## src/rtl/fpu_pkg.sv

```systemverilog
// Shared FP32 definitions for the add/sub result path: special-value constants,
// the class flag struct and the classifier used by the collector and the formal checkers.
package fpu_pkg;

  localparam logic [31:0] POS_INF  = 32'h7F80_0000;
  localparam logic [31:0] NEG_INF  = 32'hFF80_0000;
  localparam logic [31:0] POS_ZERO = 32'h0000_0000;
  localparam logic [31:0] NEG_ZERO = 32'h8000_0000;
  localparam logic [31:0] CAN_NAN  = 32'h7FC0_0000;

  typedef struct packed {
    logic nan;
    logic inf;
    logic zero;
    logic denorm;
  } fp_flags_t;

  // Takes the magnitude bits only: the sign never changes the class.
  function automatic fp_flags_t classify_fp32(input logic [30:0] mag);
    fp_flags_t f;
    logic      exp_max;
    logic      exp_min;
    logic      man_nz;
    exp_max  = (mag[30:23] == 8'hFF);
    exp_min  = (mag[30:23] == 8'h00);
    man_nz   = (mag[22:0] != 23'd0);
    f.nan    = exp_max & man_nz;
    f.inf    = exp_max & ~man_nz;
    f.zero   = exp_min & ~man_nz;
    f.denorm = exp_min & man_nz;
    return f;
  endfunction

endpackage

```

## src/rtl/fpu_sync_fifo.sv

```systemverilog
// First-word fall-through synchronous FIFO; the read port shows zero while empty
// so the head outputs are clean after reset.
module fpu_sync_fifo #(
  parameter  int DATA_W = 8,
  parameter  int DEPTH  = 8,
  localparam int CW     = $clog2(DEPTH + 1)
) (
  input  logic              clk,
  input  logic              arst_n,
  input  logic              push_i,
  input  logic [DATA_W-1:0] push_data_i,
  input  logic              pop_i,
  output logic [DATA_W-1:0] rd_data_o,
  output logic [CW-1:0]     count_o,
  output logic              full_o,
  output logic              empty_o
);

  localparam int            AW       = (DEPTH > 1) ? $clog2(DEPTH) : 1;
  localparam logic [AW-1:0] LAST_PTR = AW'(DEPTH - 1);
  localparam logic [CW-1:0] FULL_CNT = CW'(DEPTH);

  logic [DATA_W-1:0] mem_q [DEPTH];
  logic [AW-1:0]     wr_ptr_q, wr_ptr_d;
  logic [AW-1:0]     rd_ptr_q, rd_ptr_d;
  logic [CW-1:0]     count_q, count_d;
  logic              do_pop;

  assign empty_o   = (count_q == '0);
  assign full_o    = (count_q == FULL_CNT);
  assign count_o   = count_q;
  assign do_pop    = pop_i & ~empty_o;
  assign rd_data_o = empty_o ? '0 : mem_q[rd_ptr_q];

  always_comb begin
    wr_ptr_d = wr_ptr_q;
    rd_ptr_d = rd_ptr_q;
    count_d  = count_q;
    if (push_i) wr_ptr_d = (wr_ptr_q == LAST_PTR) ? '0 : wr_ptr_q + AW'(1);
    if (do_pop) rd_ptr_d = (rd_ptr_q == LAST_PTR) ? '0 : rd_ptr_q + AW'(1);
    if (push_i && !do_pop)      count_d = count_q + CW'(1);
    else if (!push_i && do_pop) count_d = count_q - CW'(1);
  end

  always_ff @(posedge clk or negedge arst_n) begin
    if (!arst_n) begin
      wr_ptr_q <= '0;
      rd_ptr_q <= '0;
      count_q  <= '0;
    end else begin
      wr_ptr_q <= wr_ptr_d;
      rd_ptr_q <= rd_ptr_d;
      count_q  <= count_d;
    end
  end

  // Storage needs no reset: the read port is masked while empty.
  always_ff @(posedge clk) begin
    if (push_i) mem_q[wr_ptr_q] <= push_data_i;
  end

endmodule

```

## src/rtl/fpu_result_collector.sv

```systemverilog
// Collects results from the fixed-latency FP32 add/sub pipeline: tracks accepted ops,
// classifies each captured R, keeps sticky flags and buffers results behind a credit scheme.
module fpu_result_collector
  import fpu_pkg::*;
#(
  parameter  int WIDTH      = 32,
  parameter  int RSLT_DLY   = 5,
  parameter  int TAG_BITS   = 4,
  parameter  int FIFO_DEPTH = 8,
  localparam int IFW        = $clog2(RSLT_DLY + 1),
  localparam int CW         = $clog2(FIFO_DEPTH + 1)
) (
  input  logic                clk,
  input  logic                arst_n,
  input  logic                issue_valid,
  output logic                issue_ready,
  input  logic [TAG_BITS-1:0] issue_tag,
  input  logic [WIDTH-1:0]    R,
  output logic                res_valid,
  input  logic                res_ready,
  output logic [WIDTH-1:0]    res_data,
  output logic [TAG_BITS-1:0] res_tag,
  output logic [3:0]          res_flags,
  output logic [3:0]          sticky_flags,
  input  logic                clr_sticky,
  output logic [IFW-1:0]      in_flight,
  output logic [CW-1:0]       fifo_count
);

  // Handshakes: a transfer happens on a rising edge where valid and ready are both high;
  // valid never depends on ready, and issue_ready depends only on registered counts.

  localparam int DW = WIDTH + TAG_BITS + 4;

  logic [RSLT_DLY-1:0]               vld_q, vld_d;
  logic [RSLT_DLY-1:0][TAG_BITS-1:0] tag_q, tag_d;
  logic [IFW-1:0]                    in_flight_q, in_flight_d;
  logic [3:0]                        sticky_q, sticky_d;
  logic                              accept;
  logic                              tail_push;
  fp_flags_t                         push_flags;
  logic [DW-1:0]                     fifo_wdata;
  logic [DW-1:0]                     fifo_rdata;
  logic                              fifo_full;
  logic                              fifo_empty;

  assign issue_ready = (int'(fifo_count) + int'(in_flight_q)) < FIFO_DEPTH;
  assign accept      = issue_valid & issue_ready;
  assign tail_push   = vld_q[RSLT_DLY-1];
  assign push_flags  = classify_fp32(R[30:0]);
  assign fifo_wdata  = {R, tag_q[RSLT_DLY-1], push_flags};

  always_comb begin
    vld_d       = '0;
    tag_d       = '0;
    in_flight_d = in_flight_q;
    sticky_d    = clr_sticky ? 4'b0000 : sticky_q;
    vld_d[0]    = accept;
    tag_d[0]    = issue_tag;
    for (int i = 1; i < RSLT_DLY; i++) begin
      vld_d[i] = vld_q[i-1];
      tag_d[i] = tag_q[i-1];
    end
    if (accept && !tail_push)      in_flight_d = in_flight_q + IFW'(1);
    else if (!accept && tail_push) in_flight_d = in_flight_q - IFW'(1);
    if (tail_push) sticky_d = sticky_d | push_flags;
  end

  always_ff @(posedge clk or negedge arst_n) begin
    if (!arst_n) begin
      vld_q       <= '0;
      tag_q       <= '0;
      in_flight_q <= '0;
      sticky_q    <= '0;
    end else begin
      vld_q       <= vld_d;
      tag_q       <= tag_d;
      in_flight_q <= in_flight_d;
      sticky_q    <= sticky_d;
    end
  end

  fpu_sync_fifo #(
    .DATA_W (DW),
    .DEPTH  (FIFO_DEPTH)
  ) u_fifo (
    .clk         (clk),
    .arst_n      (arst_n),
    .push_i      (tail_push),
    .push_data_i (fifo_wdata),
    .pop_i       (res_ready),
    .rd_data_o   (fifo_rdata),
    .count_o     (fifo_count),
    .full_o      (fifo_full),
    .empty_o     (fifo_empty)
  );

  assign res_valid    = ~fifo_empty;
  assign res_data     = fifo_rdata[DW-1 -: WIDTH];
  assign res_tag      = fifo_rdata[4 +: TAG_BITS];
  assign res_flags    = fifo_rdata[3:0];
  assign sticky_flags = sticky_q;
  assign in_flight    = in_flight_q;

  // Credit guarantees room for every op in the pipe.
  a_no_overflow: assert property (@(posedge clk) disable iff (!arst_n) !(tail_push && fifo_full));
  a_in_flight_max: assert property (@(posedge clk) disable iff (!arst_n) int'(in_flight_q) <= RSLT_DLY);

endmodule
```

## config.mk

```make
export PLATFORM = sky130hd
export DESIGN_NAME = fpu_result_collector
export DESIGN_NICKNAME = d
export VERILOG_FILES = /design/src/rtl/fpu_pkg.sv /design/src/rtl/fpu_sync_fifo.sv /design/src/rtl/fpu_result_collector.sv
export SDC_FILE = /design/constraint.sdc
export NUM_CORES = 1
export LEC_CHECK = 0
export CELL_PAD_IN_SITES_DETAIL_PLACEMENT = 1
export CELL_PAD_IN_SITES_GLOBAL_PLACEMENT = 2
export CORE_UTILIZATION = 42
export CTS_CLUSTER_SIZE = 14
export DETAILED_ROUTE_END_ITERATION = 12
export GPL_ROUTABILITY_DRIVEN = 0
export GPL_TIMING_DRIVEN = 0
export PLACE_DENSITY_LB_ADDON = 0.1
export SLEW_MARGIN = 10
export SYNTH_ARGS = -nofsm -noshare
export SYNTH_HDL_FRONTEND = slang
export SYNTH_SLANG_ARGS = --single-unit
```

## constraint.sdc

```tcl
create_clock -name clk -period 4.1 [get_ports clk]
set_clock_uncertainty 0.1 [all_clocks]
set_input_delay 0.615 -clock clk [delete_from_list [all_inputs] [get_ports clk]]
set_output_delay 0.615 -clock clk [all_outputs]
set_load 0.01 [all_outputs]
```

==> metrics.txt <==
hold path depth=0; final WL=between 30000 and 40000 um; Yosys top cell area share=69.1%; layout cells sized above 1=a little under a quarter; final setup violation count=0; Top-Level Pins=94; Post-Synth Simple-Gate Area=under 10%; Synth top cells by count=edfxtp_1, mux4_2, nor2_1, dfrtp_1, mux2i_1; vias in the first global route=7518; Final Max Tran Viols=0; minimum clock period=around 3800 ps; dominant synthesized flop cell=edfxtp_1; largest family of logic cells by synthesized area=multiplexers; Synth area leaders=edfxtp_1, mux4_2, dfrtp_1; dpl hpwl=about 20000 um; postcts setup bufs=0; CTS buffer count=39; CTS sink count=around 360; Die H=about 180 um; count leader, synth=edfxtp_1; Int Power=around 8.6 mW; Crit path required time=~3400 ps; arrival time of the worst setup path=slightly above 3000 ps; Tot Pwr=approximately 12 mW; MaxCap Viol Count=0; XOR/XNOR Fraction of Synth Area=less than 1%; EDFF count, synth=320; combinational power share=34.0%; total gr overflow=0; number of antenna diodes=0; Wirelength per Cell=~25 um; syn_area_per_cell=about 22 um2; Synth async-reset ratio=a little under an eighth; mapped cell area=around 14000 um2; Distinct cells, synth=37; Hold Buf Count CTS=1; Initial Utilization=between 40% and 50%; clock root cell=clkbuf_16; DR pass1 iterations=4; slew of the pin with the lowest slew margin=between 800 and 900 ps; remaining antenna violation count=0; largest net degree at the start of global routing=33; maximum clock path buffer count=3; Net Sw Frac=a little under 30%; worst hold slack=243 ps; DR vias/cell=5.30; CP Class=register to primary output; # H-tree levels=2; sw power=3.55 mW; CP Max Fanout=10; post-cts gate resize count=0; final worst setup slack=about 310 ps; Rel. slew slack=42.4%; post-synthesis adder-cell area fraction=~1.2%; clock slew at reported path FFs=roughly 60 ps; FP Rows=66; Final period util=92.4%; maximum VDD drop=around 0.36 mV; clock latency on the worst-skew pair=roughly 520 ps; Hold Vio Cnt, Final=0; Reg2Reg Depth=9; outcome=finished, final reports clean; type of the worst min-delay path=register to register; initial DRC count=between 300 and 400; PwrDens=between 700 and 800 nW/um2; Synth Net Count=between 600 and 700; final core utilization=52.6%; Clock power frac=roughly 28%; sequential group share of total power=a little under two fifths; Syn Inst Count=between 600 and 700; IO buf count=just over 90; Layout Area Growth over Synthesis=23.1%; Seq/Total Area, Yosys=76.7%; non-filler cells, final=1277; via count=6765; initial antenna violation count=0; Setup crit start kind=register; Residual DRC=0; Synth Register Bits=~360; core region area=about 33000 um2; nets=roughly 860; mux share of post-synthesis cell area=between 10% and 20%; fmax=between 200 and 300 MHz; global-route wire length before repair=47500 um; Die ar.=33800 um2; placed insts=1206; GRT Util Overall=between 10% and 20%; Worst setup EP type=primary output; Lkg Pwr=5.76 nW; RSZ-0062 raised after global routing=false; synth warn=0; dpl ws=between 400 and 500 ps; die width=184 um; Synth area leader=edfxtp_1; CTS tree=done; Compound-Gate Fraction of Synth Area=0.738%
==> cells by family after synthesis <==
logic type	Yosys count
compound gates	16
xor+xnor	5
fa+ha+maj	12
buf+inv	37
flops	362
mux	125
simple gates	89
==> power by group through the flow <==
stage / clock network [mW] / logic [mW] / registers, mW
after floorplan: 0 / 2.42 / 4.67
after global placement: 0 / 3.98 / 4.72
after detailed placement: 0 / 4.23 / 4.70
after CTS: 3.47 / 4.25 / 4.63
after global routing: 3.59 / 4.47 / 4.66
final: 3.39 / 4.13 / 4.62
==> layout make-up <==
class / instances / area (um2)
Sequential cell: 362 / 10700
Clock buffer: 57 / 1130
Fill cell: 2961 / 15400
Clock inverter: 13 / 110
Multi-Input combinational cell: 247 / 3030
Tap cell: 442 / 553
Inverter: 9 / 33.8
Buffer: 28 / 235
Timing Repair Buffer: 119 / 1360
==> cells in the final DEF (no fill, tap or decap), types with 7 or more instances in the layout <==
cell type        instances
buf_12                  13
buf_2                   14
buf_6                   12
clkbuf_1                18
clkbuf_16               41
clkdlybuf4s50_1         92
clkinv_1                 7
dfrtp_1                 42
edfxtp_1               320
ha_1                    10
inv_1                    8
mux2i_1                 41
mux4_2                  80
nand2_1                 10
nor2_1                  44
nor3_1                   7
nor4_1                   7
==> critical path, cell delays in order, from the launching register on <==
cell             delay [ps]
dfrtp_1                 450
nor4_2                  790
clkbuf_1                610
nor2_1                  170
clkdlybuf4s50_1         530
==> stage by stage <==
stage	instance area [um2]	setup TNS (ps)
4_1_cts	17100	0
2_1_floorplan	13900	0
3_3_place_gp	15400	-434640
3_5_place_dp	15900	0
6_report	17100	0
5_1_grt	17100	0
==> flip-flops by register name (all words and copies together), names as in the netlist <==
name	flops
vld_q	5
u_fifo.mem_q	320
u_fifo.wr_ptr_q	3
fifo_wdata	4
u_fifo.count_o	4
tag_d	16
sticky_flags	4
in_flight	3
u_fifo.rd_ptr_q	3
==> per-layer routing <==
metal	share of wire [%]	wire length (um)	vias to the layer above	global-route usage (%)
li1	-	-	2950	-
met2	51	16000	165	33.0
met4	1.8	569	0	4.77
met1	43	13500	3602	26.0
met3	4.5	1430	48	3.07
met5	0	0	-	0
==> final timing paths <==
check | start | to | slack [ps]
min reg2reg | vld_q[0]$_DFF_PN0_ | vld_q[1]$_DFF_PN0_ | 240
min | vld_q[0]$_DFF_PN0_ | vld_q[1]$_DFF_PN0_ | 240
max reg2reg | u_fifo.count_o[3]$_DFFE_PN0P_ | u_fifo.count_o[3]$_DFFE_PN0P_ | 900
max | u_fifo.count_o[3]$_DFFE_PN0P_ | res_data[27] | 310
max in group asynchronous | arst_n | u_fifo.rd_ptr_q[2]$_DFFE_PN0P_ | 3030
min in group asynchronous | arst_n | tag_d[6]$_DFF_PN0_ | 400
No activity file was read; power rests on OpenSTA's default activity.
